File: config.mk
export PLATFORM = sky130hd
export DESIGN_NAME = ifid_skid_stage
export DESIGN_NICKNAME = d
export VERILOG_FILES = /design/src/rtl/ifid_skid_stage.sv
export SDC_FILE = /design/constraint.sdc
export NUM_CORES = 1
export LEC_CHECK = 0
export BUFFER_PORTS_ARGS = -buffer_cell sky130_fd_sc_hd__buf_2
export CAP_MARGIN = 10
export CORE_MARGIN = 2
export CORE_UTILIZATION = 25
export CTS_CLUSTER_SIZE = 14
export DETAILED_ROUTE_END_ITERATION = 8
export PLACE_DENSITY = 0.54
export SYNTH_ARGS = -nofsm -noshare
export SYNTH_HDL_FRONTEND = slang
export SYNTH_SLANG_ARGS = --single-unit
File: constraint.sdc
create_clock -name clk -period 3.67 [get_ports clk]
set_input_delay 0.367 -clock clk [delete_from_list [all_inputs] [get_ports clk]]
set_output_delay 0.367 -clock clk [all_outputs]
set_load 0.01 [all_outputs]
File: src/rtl/ifid_skid_stage.sv
// IF/ID pipeline stage: valid/ready handshake with a 2-entry skid buffer, flush squash and NOP fill.
// Optional IFID_STATS_EN adds saturating stall/flush counters (stall_cycles, flush_count).
module ifid_skid_stage #(
   parameter int                PC_W     = 32,
   parameter int                INST_W   = 32,
   parameter logic [INST_W-1:0] NOP_INST = {INST_W{1'b0}}
) (
   input  logic              clk,
   input  logic              rst_n,
   input  logic              flush,
   input  logic              in_valid,
   output logic              in_ready,
   input  logic [PC_W-1:0]   in_pc,
   input  logic [INST_W-1:0] in_inst,
   output logic              out_valid,
   input  logic              out_ready,
   output logic [PC_W-1:0]   out_pc,
   output logic [INST_W-1:0] out_inst,
   output logic [1:0]        occupancy
`ifdef IFID_STATS_EN
   ,
   output logic [15:0]       stall_cycles,
   output logic [15:0]       flush_count
`endif
);

   // Encoding doubles as the occupancy count.
   typedef enum logic [1:0] {
      EMPTY = 2'd0,
      HEAD  = 2'd1,
      FULL  = 2'd2
   } state_t;

   state_t              state, state_nxt;
   logic                acc, pop;
   logic                ld_head_in, ld_head_skid, ld_skid;
   logic [PC_W-1:0]     head_pc, skid_pc;
   logic [INST_W-1:0]   head_inst, skid_inst;

   // Ready/valid are pure decodes of the state register, so no path from out_ready to in_ready.
   assign in_ready  = (state != FULL);
   assign out_valid = (state != EMPTY);
   assign occupancy = state;
   assign acc       = in_valid & in_ready;
   assign pop       = out_valid & out_ready;
   assign out_pc    = head_pc;
   assign out_inst  = out_valid ? head_inst : NOP_INST;

   always_ff @(posedge clk or negedge rst_n) begin
      if (!rst_n) state <= EMPTY;
      else        state <= state_nxt;
   end

   always_comb begin
      state_nxt    = state;
      ld_head_in   = 1'b0;
      ld_head_skid = 1'b0;
      ld_skid      = 1'b0;
      case (state)
         EMPTY: if (acc) begin
            state_nxt  = HEAD;
            ld_head_in = 1'b1;
         end
         HEAD: begin
            if (acc && pop) begin
               ld_head_in = 1'b1;
            end else if (acc) begin
               state_nxt = FULL;
               ld_skid   = 1'b1;
            end else if (pop) begin
               state_nxt = EMPTY;
            end
         end
         FULL: if (pop) begin
            state_nxt    = HEAD;
            ld_head_skid = 1'b1;
         end
         default: state_nxt = EMPTY;
      endcase
      // Flush wins: a same-edge accept is dropped, a same-edge pop already happened downstream.
      if (flush) begin
         state_nxt    = EMPTY;
         ld_head_in   = 1'b0;
         ld_head_skid = 1'b0;
         ld_skid      = 1'b0;
      end
   end

   // Payload only loads on accept, so junk on in_* while idle never lands in storage.
   always_ff @(posedge clk or negedge rst_n) begin
      if (!rst_n) begin
         head_pc   <= '0;
         head_inst <= NOP_INST;
         skid_pc   <= '0;
         skid_inst <= NOP_INST;
      end else begin
         if (ld_head_in) begin
            head_pc   <= in_pc;
            head_inst <= in_inst;
         end else if (ld_head_skid) begin
            head_pc   <= skid_pc;
            head_inst <= skid_inst;
         end
         if (ld_skid) begin
            skid_pc   <= in_pc;
            skid_inst <= in_inst;
         end
      end
   end

`ifdef IFID_STATS_EN
   always_ff @(posedge clk or negedge rst_n) begin
      if (!rst_n) begin
         stall_cycles <= '0;
         flush_count  <= '0;
      end else begin
         if (out_valid && !out_ready && stall_cycles != 16'hFFFF)
            stall_cycles <= stall_cycles + 16'd1;
         if (flush && occupancy != 2'd0 && flush_count != 16'hFFFF)
            flush_count <= flush_count + 16'd1;
      end
   end
`endif

endmodule
=== Word-level counts from Yosys, hierarchy flattened ===
Cells that the tools add are included.

* Eq/ne operators: 7
* Multiplexer cells: 22
* Reductions and logical operators: 5
* Bitwise logic cells: 2

{| class="wikitable"
|+ Operator list
! cell !! count
|-
| 2-to-1 mux 32 bit || 5
|-
| 2-to-1 mux 2 bit || 6
|-
| 2-to-1 mux 1 bit || 9
|-
| inequality test 3 bit (second input constant) || 3
|-
| case mux 2 bit (3 select lines) || 1
|-
| inequality test 4 bit (second input constant) || 1
|-
| AND reduction 4 bit || 1
|-
| nonzero test 2 bit || 2
|-
| AND 1 bit || 2
|-
| == test 2 x 1 -> 1 bit (second input constant) || 1
|-
| == test 2 bit (second input constant) || 1
|-
| zero test 2 bit || 1
|-
| inequality test 2 bit (second input constant) || 1
|-
| case mux 1 bit (2 select lines) || 1
|-
| logical AND 1 bit || 1
|}

* Output and inout bits: 68
* Register bits: 130

=== Longest topological paths before layout ===
Gate-level depths: netlist of run 1.

* Word-level depth: 7
* Gate-level depth with buffers: 6
* Gate-level depth less buffers: 4

=== Least setup slack after synthesis of run 1 ===
No wires, ideal clock.

* Path kind: register -> register
* Start point: register state[1], in the netlist occupancy[1]
* End point: register head_inst[0]
* Slack: 1.963 ns
* Stages on the path, launching flop included: 7
* Data required time: 3.545 ns
* Library setup time: 0.125 ns
* Arrival time: 1.583 ns
* Path through: dfrtp_1 -> nor3b_2 -> nand2_1 -> buf_6 -> buf_6 -> mux2_4 -> mux2_2

* Word-level cells in the longest chain between the ends: 7
* Elaborated cells between the ends (all ways): 17
* Classes of those cells: 3 x eq/ne; 8 x mux; 2 x bitwise; 4 x reduce/logical

{| class="wikitable"
|+ Ends and longest elaborated chain
! item !! line !! RTL
|-
| start: declaration || 34 || <nowiki>state_t state, state_nxt;</nowiki>
|-
| start signal: assignment || 51 || <nowiki>else state <= state_nxt;</nowiki>
|-
| inequality test 2 bit or nonzero test 2 bit (tied branches) || 41, 42 ||
|-
| AND 1 bit (on tied branches) || 44, 45 ||
|-
| logical AND 1 bit || 65 || <nowiki>if (acc && pop) begin</nowiki>
|-
| 2-to-1 mux 1 bit || 65 ||
|-
| case mux 1 bit (2 select lines) || 59 || <nowiki>case (state)</nowiki>
|-
| 2-to-1 mux 1 bit || 81 || <nowiki>if (flush) begin</nowiki>
|-
| 2-to-1 mux 32 bit or nonzero test 2 bit (tied branches) || - ||
|-
| end signal: assignment || 99 || <nowiki>head_inst <= in_inst;</nowiki>
|-
| end signal: assignment || 102 || <nowiki>head_inst <= skid_inst;</nowiki>
|-
| end: declaration || 38 || <nowiki>logic [INST_W-1:0] head_inst, skid_inst;</nowiki>
|}

Parallel ways exist; a longest one is shown, timed or not.
A chain may end at the register's enable or synchronous reset.

=== Final worst setup path of run 1 ===
* Start point: register state[0], in the netlist occupancy[0]
* End point: output out_inst[16]

* Word-level cells in the longest chain between the ends: 2

{| class="wikitable"
|+ Ends and longest elaborated chain
! item !! line !! RTL
|-
| nonzero test 2 bit || 42 || <nowiki>assign out_valid = (state != EMPTY);</nowiki>
|-
| 2-to-1 mux 32 bit || 47 || <nowiki>assign out_inst = out_valid ? head_inst : NOP_INST;</nowiki>
|-
| end: declaration || 18 || <nowiki>output logic [INST_W-1:0] out_inst,</nowiki>
|}

Every way passes these cells.

==> results_dict.tcl, run 1 <==
set metrics [dict create \
    cp_top_family "simple AND/OR/NAND/NOR gates" \
    critPathCaptureType "output port" \
    synth_cell_types 21 \
    grt_max_degree 71 \
    finClkSkew_ps 8.58 \
    rsz0062_at_grt "no" \
    critPathSlowestCell "nor2_2" \
    antenna_cells 0 \
    wl_per_cell_um 15.0 \
    synth_cells 398 \
    first_iter_violations 134 \
    path_cells "nor2_2 > buf_4 > nor2b_1 > buf_2" \
    fp.coreArea_um2 23500 \
    post_cts_buffers 0 \
    final_layout_size_suffix_gt1_share_pct 65.4 \
    finalSetupViolCount 0 \
    areaGrowthSynthToFinish_pct 26.1 \
    antenna_found_initial 0 \
    grt.overflow.total 0 \
    design.die.area_um2 25400 \
    cts_buffers 17 \
    clockBufferDepth 2 \
    die_y_um 159 \
    power.leakage_nw 3.65 \
    place_congestion 0.703 \
    synth.net_count 467 \
    cp_data_arrival_time_ps 2160 \
    drc_errors 0 \
    first_global_vias 4074 \
    cp_slowest_stage_delay_ps 690 \
    num_vias 3642 \
    synth_async_sr_flop_share_pct 100 \
    cts_resized 0 \
    drtPass1Iterations 4 \
    h-tree-depth 4 \
    required_ps 3300 \
    cp_max_fo 17 \
    cts.sinks 130 \
    placementRows 56 \
    cts_hold_buffers 0 \
    synth_warnings 0 \
    critPathKind "flip-flop to output port" \
    die_w_um 159 \
    synth.yosys.seq_area_share_pct 54.0 \
    io_buffer_count 136 \
    synth_seq_cells 130 \
    cp_num_buf_inv 2 \
    fin_crit_ps 2530 \
    yosysMostFrequentCell "mux2_2" \
    syn_area_um2 6030 \
    max_slew_margin_pct 32.5 \
    r2r_slack_ps 1290 \
    clkTransAtPathRegs_ps 60 \
    cts_root_buf "clkbuf_16" \
    hold_ws_ps 30.5 \
    r2r-end "head_inst[29]" \
    grt_pass1_wl_um 21400 \
    peakVddDrop_v 0.000235 \
    synth_ff_type "dfrtp_1" \
    min_path_type "input pin to async pin" \
    grt_usage_pct 10.7 \
    setup_tns_ps 0 \
    start_util_pct 25.6 \
    period_share_pct 68.8 \
    nets 603 \
    outcome "finished, final reports clean" \
    synth_top_cell_by_area "dfrtp_1" \
    fmaxAchievable_mhz 396 \
    crit_start "occupancy[0]" \
    synth_edf_count 0 \
    vias_per_cell 4.21 \
    tritoncts "done" \
    worst_pin_slew_ps 1010 \
    synth.top_cell.area_share_pct 54.0 \
    worstSetupStartpointType "flip-flop" \
    insertion_delay_ps 400 \
    ios 137 \
    hold_viol 0 \
    syn_avg_cell_area_um2 15.1 \
    r2r_start "occupancy[1]" \
    hpwl_um 8310 \
    drt-total-wl_um 13000 \
    final_max_slew_viol_count 0 \
    ant_nets 0 \
    max_cap_violations 0 \
    fillers 2371 \
    r2r_cells 5 \
    powerDensity_nw_per_um2 654 \
    synth_area_leaders "dfrtp_1 (54%), mux2_2 (27%), mux2_4 (10%), nor2b_1 (3.3%), mux2_1 (1.5%)" \
    synth_common_cells "mux2_2 (142), dfrtp_1 (130), mux2_4 (40)" \
]
[per-stage QoR]
step                      worst slack (ps)  instances  utilization [%]  power [mW]  area [um2]
final                                 1140        865             32.3        4.97        7600
after detailed placement              1050        833             29.8        3.45        7030
after CTS                             1060        864             32.2        5.08        7570
after global routing                   951        865             32.3        5.29        7600
after global placement                1140        833             29.8        3.36        7030
after floorplan                       1960        398                -        2.99        6030
[worst register-to-register path: stages (launching register included)]
cell and delay [ps]:
dfrtp_1 450, nor3b_2 410, nand2_4 410, buf_16 350, mux2_1 390, mux2_2 260
[kinds of logic (layout without fill, tap and decap cells)]
| group | count (synthesis) | in the layout | synth area share (%) |
|---|---|---|---|
| buffers and inverters | 26 | 174 | 2.68 |
| AO/OA/AOI/OAI | 5 | 5 | 0.498 |
| multiplexers | 192 | 192 | 38.3 |
| flip-flops | 130 | 130 | 54.0 |
| AND/OR/NAND/NOR | 45 | 45 | 4.53 |
[cell type report]
class | count | area [um2] | share of cell area, %
inverters | 2 | 7.51 | 0.0988
multi-input cells | 242 | 2640 | 34.7
repair buffers | 141 | 753 | 9.91
well taps | 319 | 399 | 5.25
clock inverters | 10 | 86.3 | 1.14
clock buffers | 21 | 460 | 6.06
flip-flops and latches | 130 | 3250 | 42.8
[state kept, by name, indices dropped and copies added, names as in the netlist]
name,count
head_inst,32
skid_inst,32
occupancy,2
out_pc,32
skid_pc,32
[report_power, final]
part	total, mW	internal, mW	switching, mW
Combinational	1.25	0.785	0.470
Clock	1.58	0.958	0.620
Sequential	2.14	1.91	0.227
[metal layers]
layer	GRT usage (%)	share of wire (%)	wire length [um]
met5	0	0	0
met4	3.68	1.0	130
met3	3.26	4.6	592
met2	18.0	50	6480
met1	13.0	45	5790
[how the worst max path moves through the flow]
stage / endpoint / slack (ps) / cells past startpoint
2_1_floorplan: head_inst[0] / 1960 / 6
3_3_place_gp: out_pc[2] / 1140 / 5
3_5_place_dp: head_inst[27] / 1050 / 5
4_1_cts: out_inst[28] / 1060 / 4
5_1_grt: out_inst[29] / 950 / 4
6_report: out_inst[16] / 1140 / 4
[placed cells by master (no fill, tap or decap), drive strengths merged]
| cell | instances |
|---|---|
| clkbuf | 21 |
| o21bai | 1 |
| o21ai | 1 |
| a211oi | 1 |
| nor3b | 2 |
| nand3 | 1 |
| a21oi | 2 |
| mux2i | 2 |
| bufinv | 1 |
| inv | 2 |
| nor2 | 4 |
| nand2 | 2 |
| mux2 | 190 |
| clkinv | 6 |
| nand2b | 3 |
| dfrtp | 130 |
| nor2b | 32 |
| buf | 141 |
| and3 | 1 |
| clkinvlp | 3 |
Note: power is estimated with default switching activity, not from simulation.
==> run 2: changes to the inputs <==
Settings changed: PLACE_DENSITY 0.54 to 0.56.
Clock period 3.67 ns to 2.3 ns, I/O delays scaled along.
==> run 2 against run 1 <==
Effect of this change: non-clock buffer count rose by 5; critical path depth increased by 1; first-iteration DRC count down 25%; cell count up 0.58%; sequential power grew 60%; count of clock-buffer cells in the layout rose by 1; global-route usage increased by 0.19 points; clock power increased by 71%; sequential share of layout area is 0.62 points lower; die area unchanged; routed wire length grew 0.69%; setup slack worse by 840 ps; largest power group unchanged.
==> results_dict.tcl, run 2 (same netlist as run 1, synthesis figures left out) <==
set metrics [dict create \
    place_congestion 0.759 \
    hold_ws_ps 61.1 \
    vias_per_cell 4.22 \
    setup_tns_ps 0 \
    fin_crit_ps 2000 \
    drc_errors 0 \
    grt_pass1_wl_um 22000 \
    cts_root_buf "clkbuf_16" \
    clkTransAtPathRegs_ps 60 \
    powerDensity_nw_per_um2 1050 \
    finClkSkew_ps 4.77 \
    io_buffer_count 136 \
    ios 137 \
    final_layout_size_suffix_gt1_share_pct 65.7 \
    critPathKind "flip-flop to flip-flop" \
    grt_usage_pct 10.9 \
    drtPass1Iterations 5 \
    num_vias 3671 \
    placementRows 56 \
    path_cells "nor3b_2 > nand2_4 > buf_12 > mux2_1 > mux2_2" \
    first_global_vias 4145 \
    fmaxAchievable_mhz 501 \
    hpwl_um 8560 \
    ant_nets 0 \
    min_path_type "input pin to flip-flop" \
    critPathCaptureType "flip-flop" \
    hold_viol 0 \
    wl_per_cell_um 15.0 \
    tritoncts "done" \
    cp_num_buf_inv 1 \
    required_ps 2590 \
    layout_commonest_cell "mux2_2" \
    rsz0062_at_grt "no" \
    finalSetupViolCount 0 \
    grt.overflow.total 0 \
    outcome "finished, final reports clean" \
    areaGrowthSynthToFinish_pct 28.0 \
    max_slew_margin_pct 64.5 \
    worstSetupStartpointType "flip-flop" \
    power.leakage_nw 3.70 \
    worst_pin_slew_ps 531 \
    dp_slack_ps 321 \
    start_util_pct 25.6 \
    period_share_pct 86.8 \
    grt_max_degree 66 \
    final_cell_mix "mux2_2 (142), buf_2 (135), dfrtp_1 (130)" \
    fp.coreArea_um2 23500 \
    final_max_slew_viol_count 0 \
    post_cts_buffers 0 \
    insertion_delay_ps 410 \
    critPathSlowestCell "dfrtp_1" \
    antenna_cells 0 \
    antenna_found_initial 0 \
    drt-total-wl_um 13100 \
    cts_resized 0 \
    first_iter_violations 101 \
    cts_hold_buffers 1 \
    cp_slowest_stage_delay_ps 460 \
    design.die.area_um2 25400 \
    final_critical_path_setup_slack_ps 303 \
    clockBufferDepth 2 \
    max_cap_violations 0 \
    peakVddDrop_v 0.000386 \
    cp_data_arrival_time_ps 2280 \
    final_util_pct 32.8 \
    h-tree-depth 4 \
    die_y_um 159 \
    cp_top_family "multiplexers" \
    cp_max_fo 65 \
    cts_buffers 17 \
    nets 608 \
    cts.sinks 130 \
    die_w_um 159 \
]
## run 2: power breakdown
group,switching [mW],total (mW),internal [mW]
combinational,0.757,2.02,1.26
sequential,0.361,3.42,3.05
clock,1.00,2.70,1.70
## run 2: metal layers
layer | vias up | wire [um] | GRT usage, %
met4 | 0 | 110 | 3.39
li1 | 1680 | - | -
met5 | - | 0 | 0
met1 | 1897 | 6140 | 13.7
met3 | 6 | 680 | 3.75
met2 | 88 | 6150 | 17.5
## run 2: final timing paths
check	startpoint	endpoint	slack, ps	depth (start not counted)
max in group asynchronous	rst_n	skid_pc[28]	1540	3
max reg2reg	occupancy[1]	out_pc[2]	300	5
min in group asynchronous	rst_n	head_inst[23]	190	2
min	flush	occupancy[0]	60	2
max	occupancy[1]	out_pc[2]	300	5
min reg2reg	head_inst[15]	head_inst[15]	500	1
## run 2: stage by stage
step           total power [mW]  instances  instance area [um2]
2_1_floorplan              4.78        398                 6030
3_5_place_dp               5.51        838                 7110
6_report                   8.13        870                 7710
3_3_place_gp               5.38        838                 7110
5_1_grt                    8.66        870                 7710
4_1_cts                    8.29        870                 7710
## run 2: layout make-up
class / instances / area, um2
Inverter: 2 / 7.51
Sequential cell: 130 / 3250
Clock inverter: 9 / 105
Multi-Input combinational cell: 242 / 2640
Fill cell: 2350 / 15800
Timing Repair Buffer: 146 / 823
Clock buffer: 22 / 484
Tap cell: 319 / 399
==> run 3: changes to the inputs <==
Settings changed: RECOVER_POWER from default to 25.
==> run 3 against run 2 <==
Effect of this change: setup slack hardly changed; maximum frequency is essentially flat; global-route usage unchanged; clock skew did not move; count of clock-buffer cells in the layout unchanged; routed wire length about the same; combinational power is essentially flat; sequential share of layout area grew 0.16 points; non-clock buffer count is the same; worst hold slack barely moved; die area stayed put; critical endpoint unchanged.
==> results_dict.tcl, run 3 (same netlist as run 1, synthesis figures left out) <==
set metrics [dict create \
    insertion_delay_ps 410 \
    hpwl_um 8560 \
    die_y_um 159 \
    power.leakage_nw 3.69 \
    grt.overflow.total 0 \
    areaGrowthSynthToFinish_pct 27.5 \
    peakVddDrop_v 0.000386 \
    drc_errors 0 \
    cp_max_fo 65 \
    layout_commonest_cell "mux2_2" \
    hold_ws_ps 61.1 \
    dpl-instance-area_um2 7110 \
    design.die.area_um2 25400 \
    cts_root_buf "clkbuf_16" \
    placementRows 56 \
    final_layout_size_suffix_gt1_share_pct 65.5 \
    r2r_cells 5 \
    fin_crit_ps 2000 \
    worstSetupStartpointType "flip-flop" \
    final_critical_path_setup_slack_ps 303 \
    grt_usage_pct 10.9 \
    rsz0062_at_grt "no" \
    setup_tns_ps 0 \
    hold_start "flush" \
    path_cells "nor3b_2 > nand2_4 > buf_12 > mux2_1 > mux2_2" \
    cp_slowest_stage_delay_ps 460 \
    die_w_um 159 \
    r2r_slack_ps 300 \
    clockBufferDepth 2 \
    wl_per_cell_um 15.0 \
    max_slew_margin_pct 39.6 \
    finClkSkew_ps 4.77 \
    post_cts_buffers 0 \
    drtPass1Iterations 5 \
    final_max_slew_viol_count 0 \
    powerDensity_nw_per_um2 1060 \
    dp.cells 838 \
    grt_pass1_wl_um 22000 \
    start_util_pct 25.6 \
    r2r_start "occupancy[1]" \
    cts_hold_buffers 1 \
    tritoncts "done" \
    final_cell_mix "mux2_2 (142), buf_2 (135), dfrtp_1 (130)" \
    fmaxAchievable_mhz 501 \
    critPathKind "flip-flop to flip-flop" \
    holdPathStages 2 \
    design_area_um2 7680 \
    cts_buffers 17 \
    period_share_pct 86.8 \
    h-tree-depth 4 \
    grt_max_degree 66 \
    critPathSlowestCell "dfrtp_1" \
    first_iter_violations 99 \
    ant_nets 0 \
    cp_data_arrival_time_ps 2280 \
    cp_top_family "multiplexers" \
    cts_resized 0 \
    min_path_type "input pin to flip-flop" \
    outcome "finished, final reports clean" \
    finalSetupViolCount 0 \
    antenna_cells 0 \
    r2r-end "out_pc[2]" \
    first_global_vias 4145 \
    place_congestion 0.759 \
    cts.sinks 130 \
    required_ps 2590 \
    ios 137 \
    num_vias 3669 \
    worst_pin_slew_ps 905 \
    drt-total-wl_um 13100 \
    io_buffer_count 136 \
    antenna_found_initial 0 \
    vias_per_cell 4.22 \
    fillers 2356 \
    max_cap_violations 0 \
    critPathCaptureType "flip-flop" \
    fp.coreArea_um2 23500 \
    finalNonFillerCells 870 \
    cp_num_buf_inv 1 \
    dp_slack_ps 321 \
    clkTransAtPathRegs_ps 60 \
    nets 608 \
    hold-path-endpoint "occupancy[0]" \
    hold_viol 0 \
]
run 3: cell types whose count changed in the layout (fill, tap and decap cells not counted), sizes merged:
cell,before,now
clkbuf,22,25
buf,145,142
run 3: layout make-up:
class / instances / area, um2 / share of cell area [%]
Inverter: 2 / 7.51 / 0.0977
Tap cell: 319 / 399 / 5.19
Sequential cell: 130 / 3250 / 42.3
Multi-Input combinational cell: 242 / 2640 / 34.4
Clock buffer: 22 / 484 / 6.30
Timing Repair Buffer: 146 / 795 / 10.3
Clock inverter: 9 / 105 / 1.37
run 3: per-layer routing:
| metal | GRT usage [%] | routed length [um] |
|---|---|---|
| met1 | 13.7 | 6130 |
| met2 | 17.5 | 6160 |
| met3 | 3.75 | 680 |
| met4 | 3.39 | 110 |
| met5 | 0 | 0 |
run 3: how the worst max path moves through the flow:
stage | from | slack (ps) | cells after the start | end
after floorplan | occupancy[1] | 590 | 6 | head_inst[0]
after global placement | occupancy[1] | 390 | 5 | out_pc[3]
after detailed placement | occupancy[1] | 320 | 5 | out_pc[2]
after CTS | occupancy[1] | 310 | 5 | out_pc[2]
after global routing | occupancy[1] | 220 | 5 | out_pc[2]
final | occupancy[1] | 300 | 5 | out_pc[2]
run 3: report_power, final:
group	total [mW]	leakage (nW)	internal, mW	switching, mW
registers	3.42	1.59	3.05	0.361
clock network	2.70	0.280	1.70	1.00
logic	2.01	1.82	1.26	0.756
run 3: through the flow:
stage,power (mW),util (%)
5_1_grt,8.65,32.6
4_1_cts,8.29,32.8
2_1_floorplan,4.78,-
6_report,8.13,32.6
3_5_place_dp,5.51,30.2
3_3_place_gp,5.38,30.2
